<file path="config.mk">
export PLATFORM = sky130hd
export DESIGN_NAME = bist_sequencer
export DESIGN_NICKNAME = d
export VERILOG_FILES = /design/src/rtl/bist_sequencer.sv
export SDC_FILE = /design/constraint.sdc
export NUM_CORES = 1
export LEC_CHECK = 0
export ABC_AREA = 1
export CELL_PAD_IN_SITES_DETAIL_PLACEMENT = 0
export CELL_PAD_IN_SITES_GLOBAL_PLACEMENT = 1
export CORE_MARGIN = 2
export CORE_UTILIZATION = 36
export CTS_BUF_LIST = sky130_fd_sc_hd__clkbuf_16
export CTS_CLUSTER_SIZE = 40
export DETAILED_ROUTE_END_ITERATION = 6
export GPL_ROUTABILITY_DRIVEN = 0
export PLACE_DENSITY_LB_ADDON = 0.05
export SYNTH_ARGS = -nofsm -noshare
export SYNTH_HDL_FRONTEND = slang
export SYNTH_SLANG_ARGS = --single-unit
</file>
<file path="constraint.sdc">
create_clock -name clk -period 3 [get_ports clk]
set_clock_uncertainty 0.2 [all_clocks]
set_input_delay 0.6 -clock clk [delete_from_list [all_inputs] [get_ports clk]]
set_output_delay 0.6 -clock clk [all_outputs]
set_load 0.01 [all_outputs]
</file>
<file path="src/rtl/bist_sequencer.sv">
// bist_sequencer: built-in self-test sequencer for a single full-adder CUT.
//
// A run walks the 3-bit pattern counter through all eight {a,b,cin} operand
// combinations, folds each CUT response into a 4-bit signature, then grades
// the signature against a golden value. Outside a run the functional
// operands pass straight through to the CUT.
//
// Build option:
//   BIST_MISR_EN defined   : signature is a 4-bit MISR, graded against GOLDEN_SIG.
//   BIST_MISR_EN undefined : signature counts per-pattern mismatches against an
//                            internal full-adder model, graded against GOLDEN_CNT.
//
// Ports:
//   clk, rst                    clock, asynchronous active-high reset
//   start                       level; sampled high in idle launches a run
//   func_a, func_b, func_cin    functional-mode operands
//   cut_a, cut_b, cut_cin       operands driven to the CUT
//   cut_resp                    CUT response {sum, cout}
//   busy                        high while patterns are applied or graded
//   done                        one-cycle pulse when a run completes
//   pass                        grade of the last completed run (sticky)
//   signature                   MISR value or mismatch count (sticky)
module bist_sequencer #(
  parameter logic [3:0] GOLDEN_SIG = 4'h2,
  parameter logic [3:0] GOLDEN_CNT = 4'd0
) (
  input  logic       clk,
  input  logic       rst,
  input  logic       start,
  input  logic       func_a,
  input  logic       func_b,
  input  logic       func_cin,
  output logic       cut_a,
  output logic       cut_b,
  output logic       cut_cin,
  input  logic [1:0] cut_resp,
  output logic       busy,
  output logic       done,
  output logic       pass,
  output logic [3:0] signature
);

  typedef enum logic [1:0] {StIdle, StRun, StComp, StDone} state_e;

  state_e     state_q, state_d;
  logic [2:0] pat_q, pat_d;
  logic [3:0] sig_q, sig_d;
  logic       pass_q, pass_d;
  logic [3:0] sig_upd;
  logic [3:0] golden;

`ifdef BIST_MISR_EN
  logic unused_golden_cnt;
  assign unused_golden_cnt = ^GOLDEN_CNT;
  assign golden = GOLDEN_SIG;

  // Shift toward bit 3; bit 3 feeds back into bits 1 and 0.
  always_comb begin
    sig_upd = {sig_q[2], sig_q[1], sig_q[0] ^ sig_q[3] ^ cut_resp[1], sig_q[3] ^ cut_resp[0]};
  end
`else
  logic       unused_golden_sig;
  logic [1:0] exp_resp;
  logic       mismatch;
  assign unused_golden_sig = ^GOLDEN_SIG;
  assign golden = GOLDEN_CNT;

  // Reference full adder on the pattern register: {sum, majority carry}.
  always_comb begin
    exp_resp = {^pat_q, (pat_q[2] & pat_q[1]) | (pat_q[2] & pat_q[0]) | (pat_q[1] & pat_q[0])};
    mismatch = (cut_resp != exp_resp);
    sig_upd  = sig_q + {3'b000, mismatch};
  end
`endif

  always_ff @(posedge clk or posedge rst) begin
    if (rst) begin
      state_q <= StIdle;
      pat_q   <= 3'd0;
      sig_q   <= 4'd0;
      pass_q  <= 1'b0;
    end else begin
      state_q <= state_d;
      pat_q   <= pat_d;
      sig_q   <= sig_d;
      pass_q  <= pass_d;
    end
  end

  always_comb begin
    state_d = state_q;
    pat_d   = pat_q;
    sig_d   = sig_q;
    pass_d  = pass_q;
    unique case (state_q)
      StIdle: begin
        if (start) begin
          state_d = StRun;
          pat_d   = 3'd0;
          sig_d   = 4'd0;
          pass_d  = 1'b0;
        end
      end
      StRun: begin
        sig_d = sig_upd;
        // Pattern 7 is the last one; hold the counter rather than wrap.
        if (pat_q == 3'd7) begin
          state_d = StComp;
        end else begin
          pat_d = pat_q + 3'd1;
        end
      end
      StComp: begin
        pass_d  = (sig_q == golden);
        state_d = StDone;
      end
      StDone: begin
        state_d = StIdle;
      end
      default: begin
        state_d = StIdle;
      end
    endcase
  end

  assign busy      = (state_q == StRun) || (state_q == StComp);
  assign done      = (state_q == StDone);
  assign pass      = pass_q;
  assign signature = sig_q;

  // Test patterns own the CUT whenever busy, so functional operands never leak in.
  always_comb begin
    if (busy) begin
      {cut_a, cut_b, cut_cin} = pat_q;
    end else begin
      {cut_a, cut_b, cut_cin} = {func_a, func_b, func_cin};
    end
  end

endmodule

</file>
== Word level (Yosys, flattened, before mapping) ==
Index checks and enable logic that the tools add are counted.

* Register bits: 10
* Input port bits: 8

* $add $sub $neg: 2
* Equal/unequal tests: 8
* Multiplexer cells: 13
* Bitwise logic cells: 5
* Reduce and logical (&&, ||, !) cells: 10

{| class="wikitable"
|+ Operator list
! kind !! number
|-
| $pmux 2 s4 || 1
|-
| $pmux 4 s2 || 1
|-
| $mux 3 || 2
|-
| $ne 2x2->1 const B || 3
|-
| $pmux 3 s2 || 1
|-
| $reduce_and 2->1 || 3
|-
| $add 4x1->4 || 1
|-
| $eq 2x2->1 const B || 2
|-
| $logic_not 4->1 || 1
|-
| $mux 1 || 4
|-
| $mux 2 || 2
|-
| $mux 4 || 1
|-
| $reduce_bool 2->1 || 2
|-
| $add 3x1->3 const B || 1
|-
| $and 1x1->1 || 3
|-
| $eq 3x3->1 const B || 1
|-
| $reduce_and 3->1 || 1
|-
| $reduce_xor 3->1 || 1
|-
| $eq 2x1->1 const B || 1
|-
| $logic_not 2->1 || 1
|-
| $ne 2x2->1 || 1
|-
| $or 1x1->1 || 2
|-
| $pmux 1 s2 || 1
|-
| $logic_or 1x1->1 || 1
|}

== Longest topological paths before layout ==
Gate-level depths: netlist (run 1).

* Depth after elaboration: 6
* Mapped depth: 10
* Mapped depth without buffers: 10

== Worst setup path before layout (run 1) ==
Ideal clock, no wire load.

* Path kind: reg2reg
* Start point: register pat_q[0]
* End point: register sig_q[1] (netlist: signature[1])
* Library setup time: 118 ps
* Arrival time: 1724 ps
* Required time: 2682 ps
* Setup slack: 959 ps
* Cell stages (with the launch flop): 9
* Cells stage by stage: dfrtp_1 > inv_1 > fa_1 > xor2_1 > nand2_1 > ha_1 > ha_1 > nand3_1 > nand2_1

* Longest elaborated chain between the ends: 6
* Elaborated cells between the ends (all ways): 8

{| class="wikitable"
|+ Ends and longest elaborated chain
! element !! RTL line !! source
|-
| start, declared || 46 || <nowiki>logic [2:0] pat_q, pat_d;</nowiki>
|-
| start signal, assigned || 84 || <nowiki>pat_q <= pat_d;</nowiki>
|-
| $and 1x1->1 || 70 || <nowiki>exp_resp = {^pat_q, (pat_q[2] & pat_q[1]) | (pat_q[2] & pat_q[0]) | (pat_q[1] & pat_q[0])};</nowiki>
|-
| $or 1x1->1 (2 in series) || 70 ||
|-
| $ne 2x2->1 * || 71 || <nowiki>mismatch = (cut_resp != exp_resp);</nowiki>
|-
| $add 4x1->4 * || 72 || <nowiki>sig_upd = sig_q + {3'b000, mismatch};</nowiki>
|-
| $pmux 4 s2 * || 95 || <nowiki>unique case (state_q)</nowiki>
|-
| end signal, assigned || 85 || <nowiki>sig_q <= sig_d;</nowiki>
|-
| end, declared || 47 || <nowiki>logic [3:0] sig_q, sig_d;</nowiki>
|}

Every way passes the cells marked *; elsewhere a longest branch is shown, timed or not.
A chain may end at the register's enable or synchronous reset.

== Worst setup path after layout (run 1) ==
* Start point: register state_q[0]
* End point: output port cut_a

* Longest elaborated chain between the ends: 3
* Elaborated cells between the ends (all ways): 4

{| class="wikitable"
|+ Ends and longest elaborated chain
! element !! RTL line !! source
|-
| start, declared || 45 || <nowiki>state_e state_q, state_d;</nowiki>
|-
| start signal, assigned || 78 || <nowiki>state_q <= StIdle;</nowiki>
|-
| start signal, assigned || 83 || <nowiki>state_q <= state_d;</nowiki>
|-
| $eq 2x1->1 / $eq 2x2->1 (equally long branches) || 126 || <nowiki>assign busy = (state_q == StRun) || (state_q == StComp);</nowiki>
|-
| $logic_or 1x1->1 * || 126 ||
|-
| $mux 1 * || 133 || <nowiki>if (busy) begin</nowiki>
|-
| end, declared || 33 || <nowiki>output logic cut_a,</nowiki>
|}

Marks and branches as above.

==> impl_results.md, run 1 <==
- PD cells: about 1100 nW/µm²
- Setup Slack @ Placement: 0.433 ns
- Adder-cell share of the synthesized area: 0.178
- Worst Max-Slew Pin Slew: 0.432 ns
- Routed WL per cell: 10.9 µm
- Worst EP required: 2.20 ns
- Clock buffer count from CTS: 3
- Root buf cell: clkbuf_16
- All-Layer GR Usage: 0.158
- # hold bufs at CTS: 0
- Kind of end point of the critical path: primary output
- Area Growth Syn to Fin: 40.9%
- Largest area contributor in the netlist: dfrtp_1
- Maximum clock path buffer count: 2
- Mapped Area: slightly below 700 µm²
- Headroom to the max-slew limit: 0.712
- Tot Pwr: 1.07 mW
- Post-CTS Setup Inserts: 0
- Peak supply drop: 518 µV
- Clock slew at reported path FFs: roughly 0.04 ns
- CTS tree: built
- Hold violation count in the final report: 0
- Post-synthesis instance total: 85
- Slowest-stage cell, CP: clkdlybuf4s50_1
- Status: finished clean
- Setup_tns: 0 ns
- Syn nets: 102
- Pin count of the biggest net entering global routing: 11
- Fin crit share: 0.890
- Clk sinks: 10
- Critical path arrival: 1.87 ns
- Family with the most delay on the worst path: buffers and inverters
- DIE AREA: roughly 2200 µm²
- Initial antenna violation count: 0
- Cell Area, Placed: 877 µm²
- ANT cells: 0
- Critical path, cell by cell: inv_1, ha_1, nor2_1, a21oi_1, clkdlybuf4s50_1
- Nets: 124
- Critical Path Max Stage Delay: 0.55 ns
- Post-synthesis sequential area ratio: 0.370
- HPWL after detailed placement: 1.09 mm
- Unrepaired setup endpoints after global routing: false
- GRT Residual Overflow: 0
- Crit start category: register
- Core ar.: between 1500 and 2000 µm²
- DR DRC count: 0
- Seq cells post-synth: 10
- Setup violators final: 0
- Cell row count: 15
- Final min period: approximately 2.7 ns
- CP max FO: 8
- Synth area leaders: dfrtp_1 37%, ha_1 15%, nand2_1 11%
- CP Buf/Inv Count: 2
- Post_cts resized: 0
- Initial Utilization: 0.387
- Max-slew violations: 0
- H-tree depth: 1
- Number of max-cap violations: 0
- Synth warn: 0
- Mux contribution to synthesized area: 0
- Syn Area/Cell: between 7 and 8 µm²
- Clock latency on the worst-skew pair: 0.23 ns
- Area fraction in compound gates after synthesis: 0.100
- Global-route wire length before repair: 2.43 mm
- Synth cell types: 16
- Static leakage: 0.463 nW
- Number of global-route vias before repair: 580
- Via count: 596
- Largest family of logic cells by synthesized area: simple AND/OR/NAND/NOR gates
- Router iterations before antenna repair: 4
- I/O Pins: 18
- Worst Slack Setup Final: 0.330 ns
- DRT antenna net count: 0
- HP Class: reg2reg
- Filler Cells Inserted: between 150 and 200
- Post-Synth Simple-Gate Area: 0.248
- Fin area: approximately 950 µm²
- Chip height: 47.3 µm
- Die width: 47.3 µm
- Final wirelength: 1.42 mm
- # port buffers: 17
- Fmax achieved: roughly 0.37 GHz
- WS Path Type: reg2out
- Iteration-0 DRC Markers: 7
- Share of cells above drive strength 1: 0.0952
- Share of the synthesized area in the top cell type: 0.370
- Synth Area in XOR/XNOR: 0.0259
- Drt via density: 4.58
[where the power goes]
| part | total, mW | leakage (nW) | switching (mW) | internal (mW) |
|---|---|---|---|---|
| clock network | 0.232 | 0.0370 | 0.0598 | 0.173 |
| logic | 0.609 | 0.295 | 0.321 | 0.287 |
| registers | 0.229 | 0.131 | 0.0433 | 0.186 |
| total | 1.07 | 0.463 | 0.424 | 0.646 |
[tightest hold or removal path, cell delays in order, from the launching register on]
cell and delay (ns):
dfrtp_1 0.36, nand2_1 0.06, nand2_1 0.05
[per-layer routing]
metal	vias up	share of wire	global-route usage	wire length (µm)
met2	17	0.45	0.246	633
met3	4	0.040	0.0346	57
met4	0	0.018	0.0833	25
met1	266	0.50	0.204	706
met5	-	0	0	0
li1	309	-	-	-
[cell usage in the layout (no fill, tap or decap), drive strengths merged]
| cell | instances |
|---|---|
| a21oi | 6 |
| clkbuf | 3 |
| clkdlybuf4s50 | 17 |
| dfrtp | 10 |
| fa | 1 |
| ha | 8 |
| inv | 14 |
| nand2 | 23 |
| nand3 | 7 |
| nor2 | 7 |
| nor3 | 1 |
| o21ai | 6 |
| xor2 | 2 |
[synth_stat cells]
cell,count
inv_1,13
dfrtp_1,10
ha_1,8
a21oi_1,5
a21oi_2,1
nand2_1,19
o21ai_0,5
nor3_1,1
xor2_1,2
nand3_1,7
o21ai_2,1
nand2_4,1
fa_1,1
inv_2,1
nand2_2,3
nor2_1,7
[layout make-up]
class                           count  area, µm²  share of cell area
Clock buffer                        3       75.1              0.0788
Inverter                           14       52.6              0.0552
Multi-Input combinational cell     61        373               0.392
Tap cell                           25       31.3              0.0329
Sequential cell                    10        250               0.263
Timing Repair Buffer               17        170               0.179
[registers in the layout, indices dropped and copies added (netlist names)]
signal / flops
signature: 4
pat_q: 3
state_q: 2
pass: 1
[metrics by stage]
step                hold WS, ns  std cells  utilization
detailed placement        0.297        127        0.503
CTS                       0.305        130        0.546
finish                    0.305        130        0.546
global route              0.354        130        0.546
floorplan                 0.240         85            -
global placement          0.295        127        0.503
[path summary, 6_finish.rpt]
kind	from	end	slack, ns	cells after the start
worst min-delay path	pat_q[0]	pat_q[0]	0.30	2
max in group asynchronous	rst	state_q[0]	1.84	2
worst max register to register	pat_q[0]	signature[2]	0.88	8
min in group asynchronous	rst	signature[3]	0.46	2
worst min register to register	pat_q[0]	pat_q[0]	0.30	2
worst max-delay path	state_q[0]	cut_a	0.33	5
[cells by family after synthesis]
group,Yosys count
flops,10
buf+inv,14
compound gates,12
fa+ha+maj,9
xor+xnor,2
simple gates,38
(Power assumes the default switching activity.)
==> run 2: changes to the inputs <==
--- a/config.mk
+++ b/config.mk
@@ -6,6 +6,7 @@
 export NUM_CORES = 1
 export LEC_CHECK = 0
 export ABC_AREA = 1
+export CAP_MARGIN = 20
 export CELL_PAD_IN_SITES_DETAIL_PLACEMENT = 0
 export CELL_PAD_IN_SITES_GLOBAL_PLACEMENT = 1
 export CORE_MARGIN = 2
==> results of run 2 <==
Same layout as run 1: the final DEF is identical, and so are final timing and power.
==> run 3: changes to the inputs <==
--- a/config.mk
+++ b/config.mk
@@ -16,6 +16,7 @@
 export DETAILED_ROUTE_END_ITERATION = 6
 export GPL_ROUTABILITY_DRIVEN = 0
 export PLACE_DENSITY_LB_ADDON = 0.05
+export RECOVER_POWER = 50
 export SYNTH_ARGS = -nofsm -noshare
 export SYNTH_HDL_FRONTEND = slang
 export SYNTH_SLANG_ARGS = --single-unit
==> impl_results.md, run 3 (synthesis gave the netlist of run 1 again) <==
- Status: finished clean
- All-Layer GR Usage: 0.158
- Worst EP required: 2.20 ns
- Clk sinks: 10
- Commonest non-fill, non-tap cell in the layout: nand2_1
- Headroom to the max-slew limit: 0.712
- Clock latency on the worst-skew pair: 0.23 ns
- Global-route wire length before repair: 2.43 mm
- Initial antenna violation count: 0
- Maximum clock path buffer count: 2
- Critical Path Max Stage Delay: 0.55 ns
- # hold bufs at CTS: 0
- Iteration-0 DRC Markers: 5
- Commonest cells after routing, fill and taps aside: 20 x nand2_1, 15 x clkdlybuf4s50_1, 13 x inv_1
- Router iterations before antenna repair: 4
- Final min period: 2.67 ns
- Critical path, cell by cell: inv_1, ha_1, nor2_1, a21oi_1, clkdlybuf4s50_1
- Non-Filler Instances: 130
- Pin count of the biggest net entering global routing: 11
- Chip height: 47.3 µm
- PD cells: 1120 nW/µm²
- Clock buffer count from CTS: 3
- Drt via density: 4.57
- Largest register FFs: 4
- Max-slew violations: 0
- Setup_tns: 0 ns
- Fin crit share: 0.890
- Setup violators final: 0
- I/O Pins: 18
- Post-CTS Setup Inserts: 0
- Area Growth Syn to Fin: 40.0%
- Number of max-cap violations: 0
- Slowest-stage cell, CP: clkdlybuf4s50_1
- Crit start category: register
- CP max FO: 8
- CTS tree: built
- DR DRC count: 0
- Tot Pwr: approximately 1.1 mW
- Static leakage: 0.463 nW
- HP Class: reg2reg
- # port buffers: 17
- Core ar.: about 1700 µm²
- Hold violation count in the final report: 0
- WS Path Type: reg2out
- Nets: 124
- Post_cts resized: 0
- Final wirelength: around 1.4 mm
- Setup Slack @ Placement: 0.433 ns
- DRT antenna net count: 0
- Root buf cell: clkbuf_16
- Critical path arrival: 1.87 ns
- Peak supply drop: between 500 and 600 µV
- GRT Residual Overflow: 0
- Unrepaired setup endpoints after global routing: false
- Fmax achieved: 0.375 GHz
- Share of cells above drive strength 1: 0.0762
- H-tree depth: 1
- DIE AREA: around 2200 µm²
- Clock slew at reported path FFs: around 0.040 ns
- Die width: about 47 µm
- Number of global-route vias before repair: 580
- Worst Slack Setup Final: 0.331 ns
- Cell row count: 15
- ANT cells: 0
- Via count: 594
- Worst Max-Slew Pin Slew: 0.432 ns
- Initial Utilization: 0.387
- Final Core Density: 0.542
- Dpl cells: ~130
- Routed WL per cell: 10.8 µm
- HPWL after detailed placement: 1.09 mm
- Kind of end point of the critical path: primary output
==> run 3: path summary, 6_finish.rpt <==
path,cells after the start,endpoint,startpoint,slack [ns]
min in group asynchronous,2,signature[3],rst,0.60
worst min-delay path,2,pat_q[0],pat_q[0],0.30
worst max-delay path,5,cut_a,state_q[0],0.33
max in group asynchronous,2,state_q[0],rst,1.70
worst max register to register,8,signature[2],pat_q[0],0.88
worst min register to register,2,pat_q[0],pat_q[0],0.30
==> run 3: layout make-up <==
| type | count | area, µm² |
|---|---|---|
| well taps | 25 | 31.3 |
| multi-input cells | 61 | 367 |
| fillers | 181 | 800 |
| clock buffers | 3 | 75.1 |
| repair buffers | 17 | 170 |
| inverters | 14 | 52.6 |
| flip-flops and latches | 10 | 250 |
==> run 3: per-layer routing <==
metal  vias up  wire (µm)  track usage
met5         -          0            0
met4         0         25       0.0833
met3         4         57       0.0346
met2        17        641        0.246
met1       263        681        0.204
li1        310          -            -
==> run 3: through the flow <==
step                hold WS, ns  cell area [µm²]
floorplan                 0.240              676
global placement          0.295              877
detailed placement        0.297              877
CTS                       0.305              952
global route              0.354              946
finish                    0.305              946
==> run 3: worst max-delay path: cells and delay by family (launching register included) <==
| kind | cells | cell delay [ns] |
|---|---|---|
| buffers and inverters | 2 | 0.64 |
| adder cells (fa/ha/maj) | 1 | 0.41 |
| flip-flops | 1 | 0.37 |
| AO/OA/AOI/OAI | 1 | 0.13 |
| AND/OR/NAND/NOR | 1 | 0.08 |
==> run 3: where the power goes <==
part / switching (mW) / total, mW / internal, mW
Combinational: 0.316 / 0.600 / 0.285
Clock: 0.0589 / 0.232 / 0.173
Sequential: 0.0426 / 0.228 / 0.186
==> variant (flow settings as in run 1) <==
Re-encode `state_e` (4 states) as Gray code, 2 bits wide.
--- a/src/rtl/bist_sequencer.sv
+++ b/src/rtl/bist_sequencer.sv
@@ -40,7 +40,7 @@
   output logic [3:0] signature
 );
 
-  typedef enum logic [1:0] {StIdle, StRun, StComp, StDone} state_e;
+  typedef enum logic [1:0] {StIdle = 2'b00, StRun = 2'b01, StComp = 2'b11, StDone = 2'b10} state_e;
 
   state_e     state_q, state_d;
   logic [2:0] pat_q, pat_d;
Function: same outputs for any inputs over 10 cycles, from zero or initial values and one cycle with rst high; not proved beyond that.
==> variant against run 1 <==
Sequential cell count unchanged; power up 6.2%; sequential share of layout area up 2.2 points; wire length down 15%; setup slack better by 0.15 ns; critical path type is now input port to primary output; critical endpoint is now cut_b; final area down 7.9%; clock power about the same; synthesized area down 9.4%.
==> variant: results (changes against run 1) <==
synth_compound_area_frac: 0.0695  # -0.0305
finalNetCount: 105  # -15%
antenna-diode-count: 0  # unchanged
synth_cell_types: 19  # +3
place.port_buffers: 17  # unchanged
via_per_inst: 4.81  # +5.0%
drive_above_1_share: 0.132  # +0.0366
reg2reg_depth: 9  # +1
grt_pass1_vias: 479  # -17%
hpwlAfterDp_um: 920  # -16%
ir_drop_uv: 771  # +49%
grt.total_usage: 0.143  # -0.0155
maxSlewHeadroom: 0.755  # +0.0429
htreeDepth: 1  # unchanged
min_from: "signature[3]"
wl_met3_um: 70  # +23%
status: "finished, final reports clean"
grt_first_pass_wirelength_mm: 2.09  # -14%
antenna_found_initial: 0  # unchanged
wl_met1_um: 637  # -9.8%
netlist_top_cells_count: "nand2_1 (18), dfrtp_1 (10), nand3_1 (8)"
cts_made_buffers: 3  # unchanged
grt_use_met2: 0.194  # -0.0517
synthAdderAreaFrac: 0.115  # -0.0633
dr.first_iter.drc_count: 20  # +13
fin_hold_ws_ns: 0.335  # +0.0300 ns
synth_mux_area_frac: 0  # unchanged
gr-usage-met3: 0.0360  # +0.00138
largest_reg_flops: 4  # unchanged
use_met1: 0.209  # +0.00437
ys.flop_type: "dfrtp_1"
synth_nets: 84  # -18%
whs_endpoint: "signature[3]"
wl_met2_um: 487  # -23%
leakage_nw: 0.416  # -10%
cts.path.max_buffers: 2  # unchanged
clock_latency_ns: 0.23  # about the same
avgRoutedWirePerCell_um: 11.3  # +3.2%
worst-path-max-fanout: 1  # -7
cp.arrival_ns: 1.72  # -0.15 ns
yosys.area_share.xor_xnor: 0.0286  # +0.00270
place_ws_ns: 0.474  # +0.0408 ns
r2r_slack_ns: 0.64  # -0.24 ns
ys_seq_area_frac: 0.409  # +0.0386
synth_area_leaders: "dfrtp_1 (41%), nand2_1 (11%), ha_1 (8.2%)"
==> variant: cell count changes after synthesis, moves of 3 or more <==
cell     before  now
nor2_1        7    2
ha_1          8    4
nand2_2       3    0
a21oi_1       5    1
nand4_1       0    4
inv_1        13    7
==> variant: worst max path at each step <==
stage,from,to,slack (ns)
floorplan,pat_q[0],signature[2],0.77
global placement,func_a,cut_a,0.48
detailed placement,func_cin,cut_cin,0.47
CTS,func_cin,cut_cin,0.47
global route,func_a,cut_a,0.44
finish,func_b,cut_b,0.48
==> variant: kinds of logic (layout without fill, tap and decap cells) <==
family	Yosys count	after routing
DFF	10	10
and+or+nand+nor	36	36
buffers and inverters	11	31
xor gates and xnor gates	2	2
AOI/OAI and AO/OA	7	7
adders and majority gates	5	5
==> variant: power by group <==
| part | leakage (nW) | internal, mW | switching (mW) |
|---|---|---|---|
| Clock | 0.0385 | 0.174 | 0.0575 |
| Sequential | 0.125 | 0.206 | 0.0857 |
| Combinational | 0.253 | 0.298 | 0.315 |
| Total | 0.416 | 0.678 | 0.458 |
==> variant: area by class of cell <==
type,instances,area (sq um)
well taps,16,20.0
repair buffers,17,170
clock inverters,1,3.75
flip-flops and latches,10,250
clock buffers,3,75.1
multi-input cells,50,318
fillers,139,664
inverters,10,40.0
==> variant: critical path: cells and delay by family <==
family	cells	cell delay, ns
buffers and inverters	2	1.00
AOI/OAI and AO/OA	1	0.07
and+or+nand+nor	1	0.04
==> variant: stage by stage <==
step                      std cells  area [sq um]   util
after global routing            107           877  0.569
after CTS                       107           877  0.569
final                           107           877  0.569
after floorplan                  71           612      -
after detailed placement        103           798  0.518
after global placement          103           798  0.518
